--- config.mk ---
export PLATFORM = sky130hd
export DESIGN_NAME = countdown_timer_bcd
export DESIGN_NICKNAME = d
export VERILOG_FILES = /design/src/rtl/countdown_pkg.sv /design/src/rtl/bcd_down_digit.sv /design/src/rtl/countdown_timer_bcd.sv
export SDC_FILE = /design/constraint.sdc
export NUM_CORES = 1
export LEC_CHECK = 0
export CORE_MARGIN = 2
export CORE_UTILIZATION = 30
export CTS_BUF_LIST = sky130_fd_sc_hd__clkbuf_8 sky130_fd_sc_hd__clkbuf_16
export DETAILED_ROUTE_END_ITERATION = 6
export PLACE_DENSITY = 0.58
export SLEW_MARGIN = 20
export SYNTH_ARGS = -nofsm -noshare
export SYNTH_HDL_FRONTEND = slang
export SYNTH_HIERARCHICAL = 1
export SYNTH_SLANG_ARGS = --single-unit
export TNS_END_PERCENT = 10
--- constraint.sdc ---
create_clock -name clk -period 3.8 [get_ports clk]
set_clock_uncertainty 0.05 [all_clocks]
set_input_delay 0.76 -clock clk [delete_from_list [all_inputs] [get_ports clk]]
set_output_delay 0.76 -clock clk [all_outputs]
set_load 0.03 [all_outputs]
--- src/rtl/countdown_pkg.sv ---
`default_nettype none
// ============================================================================
// Module      : countdown_pkg
// Description : Shared types and constants for the BCD countdown timer.
// Revision    : 1.0 - initial release
// ============================================================================
package countdown_pkg;

    typedef enum logic [1:0] {
        IDLE    = 2'd0,
        RUN     = 2'd1,
        PAUSE   = 2'd2,
        EXPIRED = 2'd3
    } state_e;

    typedef logic [3:0] bcd_t;

    localparam int   DVSR_DEFAULT = 5000000;
    localparam bcd_t BCD_MAX      = 4'd9;

    function automatic bcd_t bcd_clamp(input logic [3:0] v);
        return (v > BCD_MAX) ? BCD_MAX : v;
    endfunction

endpackage
`default_nettype wire

--- src/rtl/bcd_down_digit.sv ---
`default_nettype none
// ============================================================================
// Module      : bcd_down_digit
// Description : One BCD digit that decrements with wrap 0 -> 9 and borrow out.
// Revision    : 1.0 - initial release
// ============================================================================
module bcd_down_digit
    import countdown_pkg::*;
(
    input  logic       clk,
    input  logic       reset,
    input  logic       clr,
    input  logic       load,
    input  logic [3:0] din,
    input  logic       dec_en,
    output logic [3:0] q,
    output logic       borrow,
    output logic       is_zero
);

    bcd_t r_q_q;
    bcd_t w_q_d;

    always_comb begin
        w_q_d = r_q_q;
        if (clr) begin
            w_q_d = 4'd0;
        end else if (load) begin
            w_q_d = din;
        end else if (dec_en) begin
            w_q_d = (r_q_q == 4'd0) ? BCD_MAX : r_q_q - 4'd1;
        end
    end

    always_ff @(posedge clk or posedge reset) begin
        if (reset) begin
            r_q_q <= 4'd0;
        end else begin
            r_q_q <= w_q_d;
        end
    end

    assign q       = r_q_q;
    assign is_zero = (r_q_q == 4'd0);
    assign borrow  = dec_en && is_zero;

endmodule
`default_nettype wire

--- src/rtl/countdown_timer_bcd.sv ---
`default_nettype none
// ============================================================================
// Module      : countdown_timer_bcd
// Description : Three-digit BCD countdown timer, 0.1 s resolution, with expiry.
// Revision    : 1.0 - initial release
// ============================================================================
module countdown_timer_bcd
    import countdown_pkg::*;
#(
    parameter int DVSR = DVSR_DEFAULT
)(
    input  logic       clk,
    input  logic       reset,
    input  logic       clr,
    input  logic       load,
    input  logic [3:0] din2,
    input  logic [3:0] din1,
    input  logic [3:0] din0,
    input  logic       start,
    input  logic       stop,
    output logic [3:0] d2,
    output logic [3:0] d1,
    output logic [3:0] d0,
    output logic       running,
    output logic       expired,
    output logic       done_tick
);

    localparam int             PW        = $clog2(DVSR);
    localparam logic [PW-1:0]  C_MS_LAST = PW'(DVSR - 1);

    state_e          r_state_q;
    state_e          w_state_d;
    logic [PW-1:0]   r_ms_q;
    logic [PW-1:0]   w_ms_d;
    logic            r_running_q;
    logic            r_expired_q;
    logic            r_done_q;

    bcd_t            w_q2, w_q1, w_q0;
    logic            w_z2, w_z1, w_z0;
    logic            w_b0, w_b1, w_unused_borrow2;
    logic            w_tick;
    logic            w_dec;
    logic            w_count_zero;
    logic            w_at_one;
    logic            w_terminal;

    assign w_tick       = (r_state_q == RUN) && (r_ms_q == C_MS_LAST);
    assign w_count_zero = w_z2 && w_z1 && w_z0;
    assign w_at_one     = w_z2 && w_z1 && (w_q0 == 4'd1);
    // Never decrement from 000, so the count cannot wrap to 999
    assign w_dec        = w_tick && !w_count_zero;
    assign w_terminal   = w_tick && w_at_one && !clr && !load;

    bcd_down_digit u_digit0 (
        .clk     (clk),
        .reset   (reset),
        .clr     (clr),
        .load    (load),
        .din     (bcd_clamp(din0)),
        .dec_en  (w_dec),
        .q       (w_q0),
        .borrow  (w_b0),
        .is_zero (w_z0)
    );

    bcd_down_digit u_digit1 (
        .clk     (clk),
        .reset   (reset),
        .clr     (clr),
        .load    (load),
        .din     (bcd_clamp(din1)),
        .dec_en  (w_b0),
        .q       (w_q1),
        .borrow  (w_b1),
        .is_zero (w_z1)
    );

    bcd_down_digit u_digit2 (
        .clk     (clk),
        .reset   (reset),
        .clr     (clr),
        .load    (load),
        .din     (bcd_clamp(din2)),
        .dec_en  (w_b1),
        .q       (w_q2),
        .borrow  (w_unused_borrow2),
        .is_zero (w_z2)
    );

    always_comb begin
        w_state_d = r_state_q;
        w_ms_d    = r_ms_q;
        if (clr || load) begin
            w_state_d = IDLE;
            w_ms_d    = '0;
        end else begin
            if (r_state_q == RUN) begin
                w_ms_d = (r_ms_q == C_MS_LAST) ? '0 : r_ms_q + PW'(1);
            end
            case (r_state_q)
                IDLE: begin
                    if (start && !w_count_zero) begin
                        w_state_d = RUN;
                    end
                end
                RUN: begin
                    // Reaching zero takes precedence over a coincident stop
                    if (w_terminal) begin
                        w_state_d = EXPIRED;
                    end else if (stop) begin
                        w_state_d = PAUSE;
                    end
                end
                PAUSE: begin
                    if (start && !stop) begin
                        w_state_d = RUN;
                    end
                end
                default: begin
                    w_state_d = r_state_q;
                end
            endcase
        end
    end

    always_ff @(posedge clk or posedge reset) begin
        if (reset) begin
            r_state_q   <= IDLE;
            r_ms_q      <= '0;
            r_running_q <= 1'b0;
            r_expired_q <= 1'b0;
            r_done_q    <= 1'b0;
        end else begin
            r_state_q   <= w_state_d;
            r_ms_q      <= w_ms_d;
            r_running_q <= (w_state_d == RUN);
            r_expired_q <= (w_state_d == EXPIRED);
            r_done_q    <= w_terminal;
        end
    end

    assign d2        = w_q2;
    assign d1        = w_q1;
    assign d0        = w_q0;
    assign running   = r_running_q;
    assign expired   = r_expired_q;
    assign done_tick = r_done_q;

endmodule
`default_nettype wire

Word level (Yosys, flattened, before mapping)
Cells that the tools add are included.

Flip-flop bits (word level): 40. Word-level logic and storage cells: 70. Input bits: 18.

Order comparisons: 3. Add/subtract/negate cells: 4. Reduce and logical (&&, ||, !) cells: 25. Equal/unequal tests: 6. Muxes and demuxes: 24.

Operators by type and width (number): 23-bit 2-to-1 mux (3); 4-bit 2-to-1 mux (15); 23-bit by 1-bit adder with 23-bit output (second input constant) (1); 23-bit == test (second input constant) (1); 4-bit > comparator (second input constant) (3); 1-bit logical AND (12); 4-bit zero test (3); 4-bit by 1-bit subtractor with 4-bit output (second input constant) (3); 2-bit 2-to-1 mux (5); 3-bit nonzero test (3); 2-bit one-hot mux with 3 select lines (1); 2-bit by 1-bit == test with 1-bit output (second input constant) (2); 2-bit == test (second input constant) (2); 4-bit by 1-bit == test with 1-bit output (second input constant) (1); 1-bit zero test (4); 2-bit zero test (1); 2-bit nonzero test (1); 1-bit logical OR (1).

Logic depth before layout (Yosys ltp)
Depth in word-level cells: 10. Mapped depth: 13. Depth with buffers taken out: 12.

Hierarchy
Netlist, hierarchy kept.

By module, submodules not included: countdown_timer_bcd (cells each 198, instances 1, sequential area each 700.7 um^2, area an instance 1774.2 um^2); bcd_down_digit (cells each 28, instances 3, sequential area each 100.1 um^2, area an instance 255.2 um^2).

Worst setup path after synthesis
No wires, ideal clock.

Kind: register to register. Start: reg r_ms_q[12]. End: reg u_digit2.r_q_q[2] (netlist: u_digit2/q[2]). Period minus slack after synthesis: 4.257 ns. Arrival: 4.071 ns. Slack: -0.457 ns. Stages on the path, launching flop included: 14. Path through: dfrtp_1 buf_6 or4b_4 nor4_4 nand2_2 buf_6 nor3_1 or3b_2 nor3_1 or3b_2 nor3_1 or3b_2 nand2_1 a311oi_1.

Longest elaborated chain between the ends: 6.

RTL lines: from (decl) (line countdown_timer_bcd.sv:34) `logic [PW-1:0] r_ms_q;`; from (signal assigned) (line countdown_timer_bcd.sv:137) `r_ms_q <= w_ms_d;`; 23-bit == test (line countdown_timer_bcd.sv:49) `assign w_tick = (r_state_q == RUN) && (r_ms_q == C_MS_LAST);`; 1-bit logical AND (line countdown_timer_bcd.sv:49); 1-bit logical AND (line countdown_timer_bcd.sv:53) `assign w_dec = w_tick && !w_count_zero;`; named net w_dec (line countdown_timer_bcd.sv:44) `logic w_dec;`; 1-bit logical AND (line bcd_down_digit.sv:45) `assign borrow = dec_en && is_zero;`; named net w_b0 (line countdown_timer_bcd.sv:42) `logic w_b0, w_b1, w_unused_borrow2;`; 1-bit logical AND (line bcd_down_digit.sv:45); named net w_b1 (line countdown_timer_bcd.sv:42); 3-bit nonzero test (no source line); to (signal assigned) (line bcd_down_digit.sv:39) `r_q_q <= w_q_d;`; to (decl) (line bcd_down_digit.sv:21) `bcd_t r_q_q;`.

The timed path passes the listed nets, and every way through them passes these cells. A chain may end at the register's enable or synchronous reset.

Final worst setup path
Start: reg r_ms_q[16]. End: reg u_digit2.r_q_q[2] (netlist: u_digit2/q[2]).

Same word-level chain as after synthesis.

==> summary.txt <==
Run status
  – Status: completed

Timing
  – Least-Margin Pin Slew: around 800 ps
  – Worst rel slew slack: 0.458
  – Tmin final: around 3600 ps
  – Final worst path period share: 0.945
  – Setup violators final: 0
  – Final max-slew violation count: 0
  – Final number of hold-violating endpoints: 0
  – Peak Freq: between 0.2 and 0.3 GHz
  – Setup_tns: 0 ps
  – Unrepaired setup endpoints after global routing: false

Pwr
  – Pleak: between 1 and 1.5 nW
  – Peak supply drop: between 0.0001 and 0.00015 V
  – Pwr dens: 295 nW/um^2
  – Power consumption: between 0.9 and 1 mW

Setup path
  – CP Buf/Inv Count: 0
  – Critical Path End Type: flip-flop
  – Slowest stage cell, crit path: or4b_4
  – CP Launch Type: flip-flop
  – Critical-path maximum fanout: 5
  – Worst reg-to-reg setup slack: 210 ps
  – Crit path kind: flip-flop to flip-flop
  – Worst path top cell family by delay: simple AND/OR/NAND/NOR gates
  – R2r startpoint: r_ms_q[16]
  – Most frequent CP cell: nor3_4
  – Req. time, crit path: 3890 ps
  – Worst EP arrival: approximately 3700 ps
  – Worst R2R Path Depth: 11
  – Crit-path max cell delay: 510 ps
  – R2R Path End: u_digit2/q[2]
  – Crit path cell chain: or4b_4 > nor4_4 > nand2_2 > nor3_4 > or3b_4 > nor3_4 > or3b_4 > nor3_4 > or3b_2 > nand2_1 > a311oi_1

CTS
  – Clock Latency Late Sink: around 290 ps
  – Hold-fix buffers, CTS: 0
  – Total CTS buffers: 5
  – Gates resized, CTS repair: 0
  – Post-CTS Setup Repair Bufs: 0
  – H-tree depth: 2
  – Root Driver: clkbuf_8
  – Worst-path clk slew: around 80 ps
  – Sink Count: 40
  – CTS tree: done
  – Maximum buffer depth of the clock tree: 2

Min path
  – Hold Crit Start: r_ms_q[19]
  – Hold crit path type: flip-flop to flip-flop
  – Worst hold path stage count: 2
  – Hold EP: r_ms_q[19]

Detailed routing
  – DRT Pass-1 Iters: 4
  – DRT iter0 DRCs: between 100 and 150
  – Antenna-violating nets left: 0
  – DR DRC count: 0
  – Vias: between 2k and 2.5k
  – Vias per cell: roughly 5.4
  – Routed wire length: 6450 um
  – DR WL/cell: between 15 and 20 um

Final layout
  – Fillers: slightly above 800
  – Fin util: 0.384
  – Layout Nets: 340
  – P&R area growth vs syn: 24.5%
  – Share of cells above drive strength 1: 0.130
  – N_diodes: 0

Floorplanning
  – Rows: 33
  – Die area: 9200 um^2
  – Ports: 33
  – Core area: approximately 8200 um^2
  – Die Y: 95.9 um
  – Initial Util: 0.309
  – Die Wd: 95.9 um

Global route
  – Tot GR Track Use: 0.155
  – Gr ovfl total: 0
  – Vias in the first global route: between 2k and 2.5k
  – Largest net degree at the start of global routing: 29
  – Antenna violations before repair: 0
  – First-pass GRT wire length: around 11000 um

Yosys
  – Syn Inst Count: between 200 and 300
  – Yosys Warn Count: 6
  – Mapped Nets: 300
  – Mapped Area: ~2500 um^2
  – Synth Area per Inst: ~9 um^2

Placement
  – DP HPWL: ~4700 um
  – Final RePlAce weighted congestion: roughly 0.91
  – Port Buffer Count: 32

Flow run
  – Max_cap viols: 0
## where the power goes
part / switching (mW) / internal, mW
sequential: 0.0222 / 0.435
clock: 0.154 / 0.194
combinational: 0.0717 / 0.0528
## worst min-delay path, delay by kind of cell (launching register included)
family	cells	cell delay [ps]
DFF	1	380
xor gates and xnor gates	1	80
and+or+nand+nor	1	70
## metrics by stage
step / setup slack [ps] / instance area (um^2) / hold slack, ps / cells
global placement: 235 / 3020 / 500 / 416
CTS: 136 / 3130 / 525 / 424
global route: 69.9 / 3160 / 556 / 427
floorplan: 16.7 / 2570 / 463 / 281
detailed placement: 155 / 3020 / 507 / 416
finish: 208 / 3160 / 524 / 427
## sequential cells by signal (all words and copies together), names as in the netlist
| register | cells |
|---|---|
| r_state_q | 2 |
| u_digit1/q | 4 |
| u_digit0/q | 4 |
| done_tick | 1 |
| expired | 1 |
| u_digit2/q | 4 |
| running | 1 |
| r_ms_q | 23 |
## cell usage in the layout, fill, tap and decap left out, types with 4 or more instances in the layout
master,instances
a21oi_1,19
a311oi_1,5
and3_1,6
buf_4,12
clkbuf_8,5
clkdlybuf4s50_1,32
dfrtp_1,40
inv_1,9
nand2_1,34
nand2b_1,5
nand3_1,10
nand4_1,9
nor2_1,26
nor2b_1,8
nor3_1,4
nor3_4,4
nor4_1,6
o21ai_0,14
or3_1,5
xor2_1,13
## layout make-up
cell class / instances / area [um^2] / share of cell area
tap: 105 / 131 / 0.0416
clock inverter: 3 / 42.5 / 0.0135
clock buffer: 5 / 68.8 / 0.0218
timing repair buffer: 44 / 410 / 0.130
sequential: 40 / 1000 / 0.317
multi-input combinational: 221 / 1470 / 0.465
inverter: 9 / 33.8 / 0.0107
## how the worst max path moves through the flow
stage,start,to,depth (start not counted)
2_1_floorplan,r_ms_q[12],u_digit2/q[2],13
3_3_place_gp,r_ms_q[16],u_digit2/q[2],11
3_5_place_dp,r_ms_q[16],u_digit2/q[2],11
4_1_cts,r_ms_q[16],u_digit2/q[2],11
5_1_grt,r_ms_q[6],u_digit2/q[2],11
6_report,r_ms_q[16],u_digit2/q[2],11
## per-layer routing
layer | share of wire | GRT usage
met4 | 0.025 | 0.0512
met3 | 0.041 | 0.0266
met2 | 0.46 | 0.248
met5 | 0 | 0
met1 | 0.47 | 0.213
Power figures use the tool's default switching activity.
